==> config.mk <==
export PLATFORM = sky130hd
export DESIGN_NAME = pulse_sequencer
export DESIGN_NICKNAME = d
export VERILOG_FILES = /design/src/rtl/pulse_sequencer.sv
export SDC_FILE = /design/constraint.sdc
export NUM_CORES = 1
export LEC_CHECK = 0
export CAP_MARGIN = 20
export CORE_ASPECT_RATIO = 1.25
export CORE_MARGIN = 2
export CORE_UTILIZATION = 45
export DETAILED_ROUTE_END_ITERATION = 10
export PLACE_DENSITY = 0.67
export SYNTH_ARGS = -nofsm -noshare
export SYNTH_HDL_FRONTEND = slang
export SYNTH_SLANG_ARGS = --single-unit
export TNS_END_PERCENT = 1
==> constraint.sdc <==
create_clock -name CLK -period 5 [get_ports CLK]
set_input_delay 0.75 -clock CLK [delete_from_list [all_inputs] [get_ports CLK]]
set_output_delay 0.75 -clock CLK [all_outputs]
set_load 0.01 [all_outputs]
==> src/rtl/pulse_sequencer.sv <==
// pulse_sequencer
//   Schedules a burst of radar pulses by issuing one-cycle START_CALC/STOP_CALC strobes
//   to the LFM or PSK waveform generator (and to signal_mux, which watches the same
//   strobes). Pulse length, repetition period, pulse count and waveform select are
//   latched when a burst is accepted, so input changes during a burst have no effect.
//
// Ports
//   CLK                  system clock, rising edge
//   RESET                asynchronous, active-high reset
//   START                begin a burst (sampled only while idle)
//   ABORT                terminate the burst in progress
//   WAVE_SEL             0 = LFM, 1 = PSK
//   PULSE_LEN            pulse duration in clocks
//   PERIOD               pulse repetition interval in clocks
//   NUM_PULSES           pulses per burst
//   SIGN_LFM_START_CALC  one-cycle strobe, LFM pulse begins
//   SIGN_PSK_START_CALC  one-cycle strobe, PSK pulse begins
//   SIGN_LFM_STOP_CALC   one-cycle strobe, LFM pulse ends
//   SIGN_PSK_STOP_CALC   one-cycle strobe, PSK pulse ends
//   PULSE_ACTIVE         high from the start strobe up to the cycle before the stop strobe
//   BUSY                 burst in progress
//   DONE                 one-cycle strobe, burst completed normally
//   ERR                  one-cycle strobe, START rejected because of a bad configuration
module pulse_sequencer #(
  parameter int unsigned LEN_W = 16,
  parameter int unsigned CNT_W = 8
) (
  input  logic             CLK,
  input  logic             RESET,
  input  logic             START,
  input  logic             ABORT,
  input  logic             WAVE_SEL,
  input  logic [LEN_W-1:0] PULSE_LEN,
  input  logic [LEN_W-1:0] PERIOD,
  input  logic [CNT_W-1:0] NUM_PULSES,
  output logic             SIGN_LFM_START_CALC,
  output logic             SIGN_PSK_START_CALC,
  output logic             SIGN_LFM_STOP_CALC,
  output logic             SIGN_PSK_STOP_CALC,
  output logic             PULSE_ACTIVE,
  output logic             BUSY,
  output logic             DONE,
  output logic             ERR
);

  typedef enum logic [1:0] {StIdle, StActive, StGap, StFinish} state_e;

  state_e           r_state;
  logic [LEN_W-1:0] r_period_cnt;
  logic [CNT_W-1:0] r_pulse_cnt;
  logic             r_wave_sel;
  logic [LEN_W-1:0] r_pulse_len;
  logic [LEN_W-1:0] r_period;
  logic [CNT_W-1:0] r_num_pulses;

  logic r_lfm_start;
  logic r_psk_start;
  logic r_lfm_stop;
  logic r_psk_stop;
  logic r_pulse_active;
  logic r_busy;
  logic r_done;
  logic r_err;

  // One extra bit so PULSE_LEN + 2 cannot overflow near the top of the range.
  logic [LEN_W:0] w_min_period;
  logic           w_cfg_bad;

  assign w_min_period = {1'b0, PULSE_LEN} + {{(LEN_W-1){1'b0}}, 2'd2};
  assign w_cfg_bad    = (PULSE_LEN == '0) || (NUM_PULSES == '0) ||
                        ({1'b0, PERIOD} < w_min_period);

  always_ff @(posedge CLK or posedge RESET) begin
    if (RESET) begin
      r_state        <= StIdle;
      r_period_cnt   <= '0;
      r_pulse_cnt    <= '0;
      r_wave_sel     <= 1'b0;
      r_pulse_len    <= '0;
      r_period       <= '0;
      r_num_pulses   <= '0;
      r_lfm_start    <= 1'b0;
      r_psk_start    <= 1'b0;
      r_lfm_stop     <= 1'b0;
      r_psk_stop     <= 1'b0;
      r_pulse_active <= 1'b0;
      r_busy         <= 1'b0;
      r_done         <= 1'b0;
      r_err          <= 1'b0;
    end else begin
      // Strobes default low so each lasts exactly one cycle.
      r_lfm_start <= 1'b0;
      r_psk_start <= 1'b0;
      r_lfm_stop  <= 1'b0;
      r_psk_stop  <= 1'b0;
      r_done      <= 1'b0;
      r_err       <= 1'b0;

      unique case (r_state)
        StIdle: begin
          if (START) begin
            r_wave_sel   <= WAVE_SEL;
            r_pulse_len  <= PULSE_LEN;
            r_period     <= PERIOD;
            r_num_pulses <= NUM_PULSES;
            if (w_cfg_bad) begin
              r_err <= 1'b1;
            end else begin
              r_lfm_start    <= ~WAVE_SEL;
              r_psk_start    <= WAVE_SEL;
              r_pulse_active <= 1'b1;
              r_busy         <= 1'b1;
              r_period_cnt   <= LEN_W'(1);
              r_pulse_cnt    <= CNT_W'(1);
              r_state        <= StActive;
            end
          end
        end

        StActive: begin
          if (ABORT) begin
            // Close the open pulse so the generator and mux see a clean stop.
            r_lfm_stop     <= ~r_wave_sel;
            r_psk_stop     <= r_wave_sel;
            r_pulse_active <= 1'b0;
            r_busy         <= 1'b0;
            r_period_cnt   <= '0;
            r_pulse_cnt    <= '0;
            r_state        <= StIdle;
          end else begin
            r_period_cnt <= r_period_cnt + LEN_W'(1);
            if (r_period_cnt == r_pulse_len) begin
              r_lfm_stop     <= ~r_wave_sel;
              r_psk_stop     <= r_wave_sel;
              r_pulse_active <= 1'b0;
              r_state        <= (r_pulse_cnt == r_num_pulses) ? StFinish : StGap;
            end
          end
        end

        StGap: begin
          if (ABORT) begin
            // Also suppresses a start scheduled on this same edge.
            r_busy       <= 1'b0;
            r_period_cnt <= '0;
            r_pulse_cnt  <= '0;
            r_state      <= StIdle;
          end else if (r_period_cnt == r_period) begin
            r_lfm_start    <= ~r_wave_sel;
            r_psk_start    <= r_wave_sel;
            r_pulse_active <= 1'b1;
            r_period_cnt   <= LEN_W'(1);
            r_pulse_cnt    <= r_pulse_cnt + CNT_W'(1);
            r_state        <= StActive;
          end else begin
            r_period_cnt <= r_period_cnt + LEN_W'(1);
          end
        end

        StFinish: begin
          // DONE only for a burst that was not aborted during its final cycle.
          r_done       <= ~ABORT;
          r_busy       <= 1'b0;
          r_period_cnt <= '0;
          r_pulse_cnt  <= '0;
          r_state      <= StIdle;
        end

        default: begin
          r_state <= StIdle;
        end
      endcase
    end
  end

  assign SIGN_LFM_START_CALC = r_lfm_start;
  assign SIGN_PSK_START_CALC = r_psk_start;
  assign SIGN_LFM_STOP_CALC  = r_lfm_stop;
  assign SIGN_PSK_STOP_CALC  = r_psk_stop;
  assign PULSE_ACTIVE        = r_pulse_active;
  assign BUSY                = r_busy;
  assign DONE                = r_done;
  assign ERR                 = r_err;

endmodule

==> flow_metrics.py <==
metrics = {
    "critical_path": {
        "cp_top_family": "simple AND/OR/NAND/NOR gates",
        "reg2reg_depth": 4,
        "cp_slowest_cell": "clkdlybuf4s50_1",
        "crit_required_ps": 5230,
        "path_class": "input port to flip-flop",
        "rr_startpoint": "r_state[1]",
        "slowest_delay_ps": 570,
        "cp-end-kind": "flip-flop",
        "arrival_ps": 4170,
        "cp.buffers_inverters": 1,
        "regToRegEndpoint": "r_num_pulses[1]",
        "worstPathMaxFanout": 8,
        "crit_start": "PULSE_LEN[1]",
        "crit_chain": "clkdlybuf4s50_1, ha_1, nand4_1, nor2_1, nand3_1, xor2_1, ha_1, nand3_2, nor3_2, nand4_1, o21a_1, o31ai_4, nand2_4, mux2_4",
        "worst-r2r-setup-slack_ps": 2290,
        "start_kind": "input port",
    },
    "sta": {
        "finalHoldViolations": 0,
        "maxSlewViolCount": 0,
        "rsz0062_at_grt": "no",
        "fin_crit_sh_pct": 78.81,
        "hold_ws_ps": 476.2,
        "setup_violations": 0,
        "relSlewSlack_pct": 31.95,
        "setup_tns_ps": 0,
        "period_minus_slack_ps": 3941,
        "clock.fmax_mhz": 253.8,
        "worst_pin_slew_ps": 1017,
        "fin_worst_skew_ps": 7.859,
    },
    "yosys": {
        "synth_edf_count": 0,
        "yosys_most_used_dff": "dfrtp_1",
        "syn_area_um2": 4449,
        "avgSynthCellArea_um2": 10.49,
        "syn_nets": 491,
        "synth-seq-cells": 75,
        "yosysMostFrequentCell": "dfrtp_1",
        "synthTopCellsByCount": "dfrtp_1, mux2_2, xnor2_1, nand2_1, xor2_1",
        "yosysSeqAreaShare_pct": 42.18,
        "synth_top_area_share_pct": 42.18,
        "synth-async-reset-ratio_pct": 100.0,
        "ys_warn_count": 0,
        "synth_cell_types": 53,
        "synthesis.instances": 424,
        "synth_area_leaders": "dfrtp_1, mux2_2, ha_1",
        "yosysTopAreaCell": "dfrtp_1",
    },
    "cells_and_area": {
        "diodes": 0,
        "fin_nets": 539,
        "finalNonFillerCells": 603,
        "area_growth_pct": 21.43,
        "layout-drive-gt1-share_pct": 15.93,
    },
    "drt": {
        "first_iter_violations": 183,
        "num_vias": 3366,
        "post-route-drc-count": 0,
        "wl_per_cell_um": 16.83,
        "drtAntennaViolNets": 0,
        "routed_wl_um": 10150,
        "first_pass_iters": 4,
        "via_per_inst": 5.582,
    },
    "global_routing": {
        "antenna_found_initial": 0,
        "grt_start_max_net_pins": 45,
        "grt_pass1_wl_um": 16900,
        "overflow": 0,
        "grt_pass1_vias": 3426,
        "track_usage_pct": 20.67,
    },
    "placed_design": {
        "gp_congestion": 0.8862,
        "dp_hpwl_um": 7705,
        "dp.cells": 587,
        "io_buffers": 52,
    },
    "power": {
        "seqPwrFrac_pct": 38.5,
        "internal_power_w": 0.001737,
        "peakVddDrop_mv": 0.2463,
        "p_comb_share_pct": 31.7,
        "clkPwrFrac_pct": 29.7,
        "netSwitchingFraction_pct": 31.98,
        "power.density_nw_per_um2": 472.6,
        "p_leak_nw": 2.230,
        "p_sw_w": 0.0008165,
    },
    "die": {
        "die_x_um": 92.94,
        "initial_core_util_pct": 46.30,
        "pin_count": 53,
        "core_area_um2": 9609,
        "die_h_um": 115.2,
        "num_rows": 40,
        "design.die.area_um2": 10700,
    },
    "min_path": {
        "hold_path_depth": 1,
        "hold_start": "r_wave_sel",
        "holdPathEnd": "SIGN_LFM_STOP_CALC",
        "min_path_type": "flip-flop to flip-flop",
    },
    "clocking": {
        "cts_buffer_depth": 2,
        "clk-insertion-delay-late_ps": 340,
        "cts_htree_levels": 3,
        "clk_pin_slew_ps": 60,
        "cts_resized": 0,
        "postCtsHoldBufs": 0,
        "cts-root-buf": "clkbuf_16",
        "cts.sinks": 75,
        "post_cts_buffers": 0,
        "cts_tree": "done",
        "numCtsBuffers": 9,
    },
    "flow_run": {
        "drv_cap": 0,
    },
    "outcome": {
        "status": "complete, no violations",
    },
}
-- cells by family after synthesis --
group | synth area share, %
AND/OR/NAND/NOR | 15.52
multiplexers | 10.91
XOR/XNOR | 10.63
flip-flops | 42.18
adder cells (fa/ha/maj) | 6.187
buffers and inverters | 3.093
AO/OA/AOI/OAI | 11.47
-- through the flow --
| stage | worst slack (ps) | power (W) | area, µm² | util [%] |
|---|---|---|---|---|
| 3_5_place_dp | 736.2 | 0.001804 | 5052 | 52.58 |
| 3_3_place_gp | 837.4 | 0.001782 | 5052 | 52.58 |
| 6_report | 1059 | 0.002553 | 5403 | 56.22 |
| 5_1_grt | 786.0 | 0.002689 | 5403 | 56.22 |
| 2_1_floorplan | 1537 | 0.001539 | 4449 | - |
| 4_1_cts | 1064 | 0.002569 | 5403 | 56.22 |
-- sequential cells by signal, indices dropped and copies added (netlist names), 2 cells and up --
signal,count
r_pulse_len,16
r_period,16
r_pulse_cnt,8
r_period_cnt,16
r_state,2
r_num_pulses,8
-- placed cells by master, fill, tap and decap left out, types with 17 or more instances in the layout --
cell and n:
o21ai_0 20, clkdlybuf4s50_1 52, ha_1 22, mux2_2 40, xor2_1 25, dfrtp_1 75
nand2_1 26, nand3_1 17, xnor2_1 29
-- how the worst max path moves through the flow --
stage | endpoint | slack, ps | cells after the start
3_3_place_gp | r_pulse_cnt[0] | 840 | 14
6_report | r_pulse_cnt[0] | 1060 | 14
4_1_cts | r_pulse_cnt[0] | 1060 | 14
2_1_floorplan | r_pulse_cnt[0] | 1540 | 13
5_1_grt | r_pulse_cnt[0] | 790 | 14
3_5_place_dp | r_pulse_cnt[0] | 740 | 14
-- power groups by stage --
stage                     combinational [W]  clock [W]  sequential [W]
final                              0.000811   0.000759        0.000984
after global routing               0.000885   0.000796         0.00101
after CTS                          0.000817   0.000768        0.000984
after detailed placement           0.000809          0        0.000994
after global placement             0.000796          0        0.000986
after floorplan                    0.000593          0        0.000946
-- metal layers --
metal,track usage (%),vias up,routed length (µm)
met4,10.00,0,294
met3,3.080,17,342
met5,0,-,0
met2,36.23,85,5224
met1,24.87,1633,4288
li1,-,1631,-
-- cell type report --
type	instances	area, µm²
Clock inverter	6	111.4
Multi-Input combinational cell	320	2437
Sequential cell	75	1877
Inverter	12	45.04
Clock buffer	10	239.0
Timing Repair Buffer	54	535.5
Tap cell	126	157.7
Fill cell	864	4207
(Power assumes the default switching activity.)
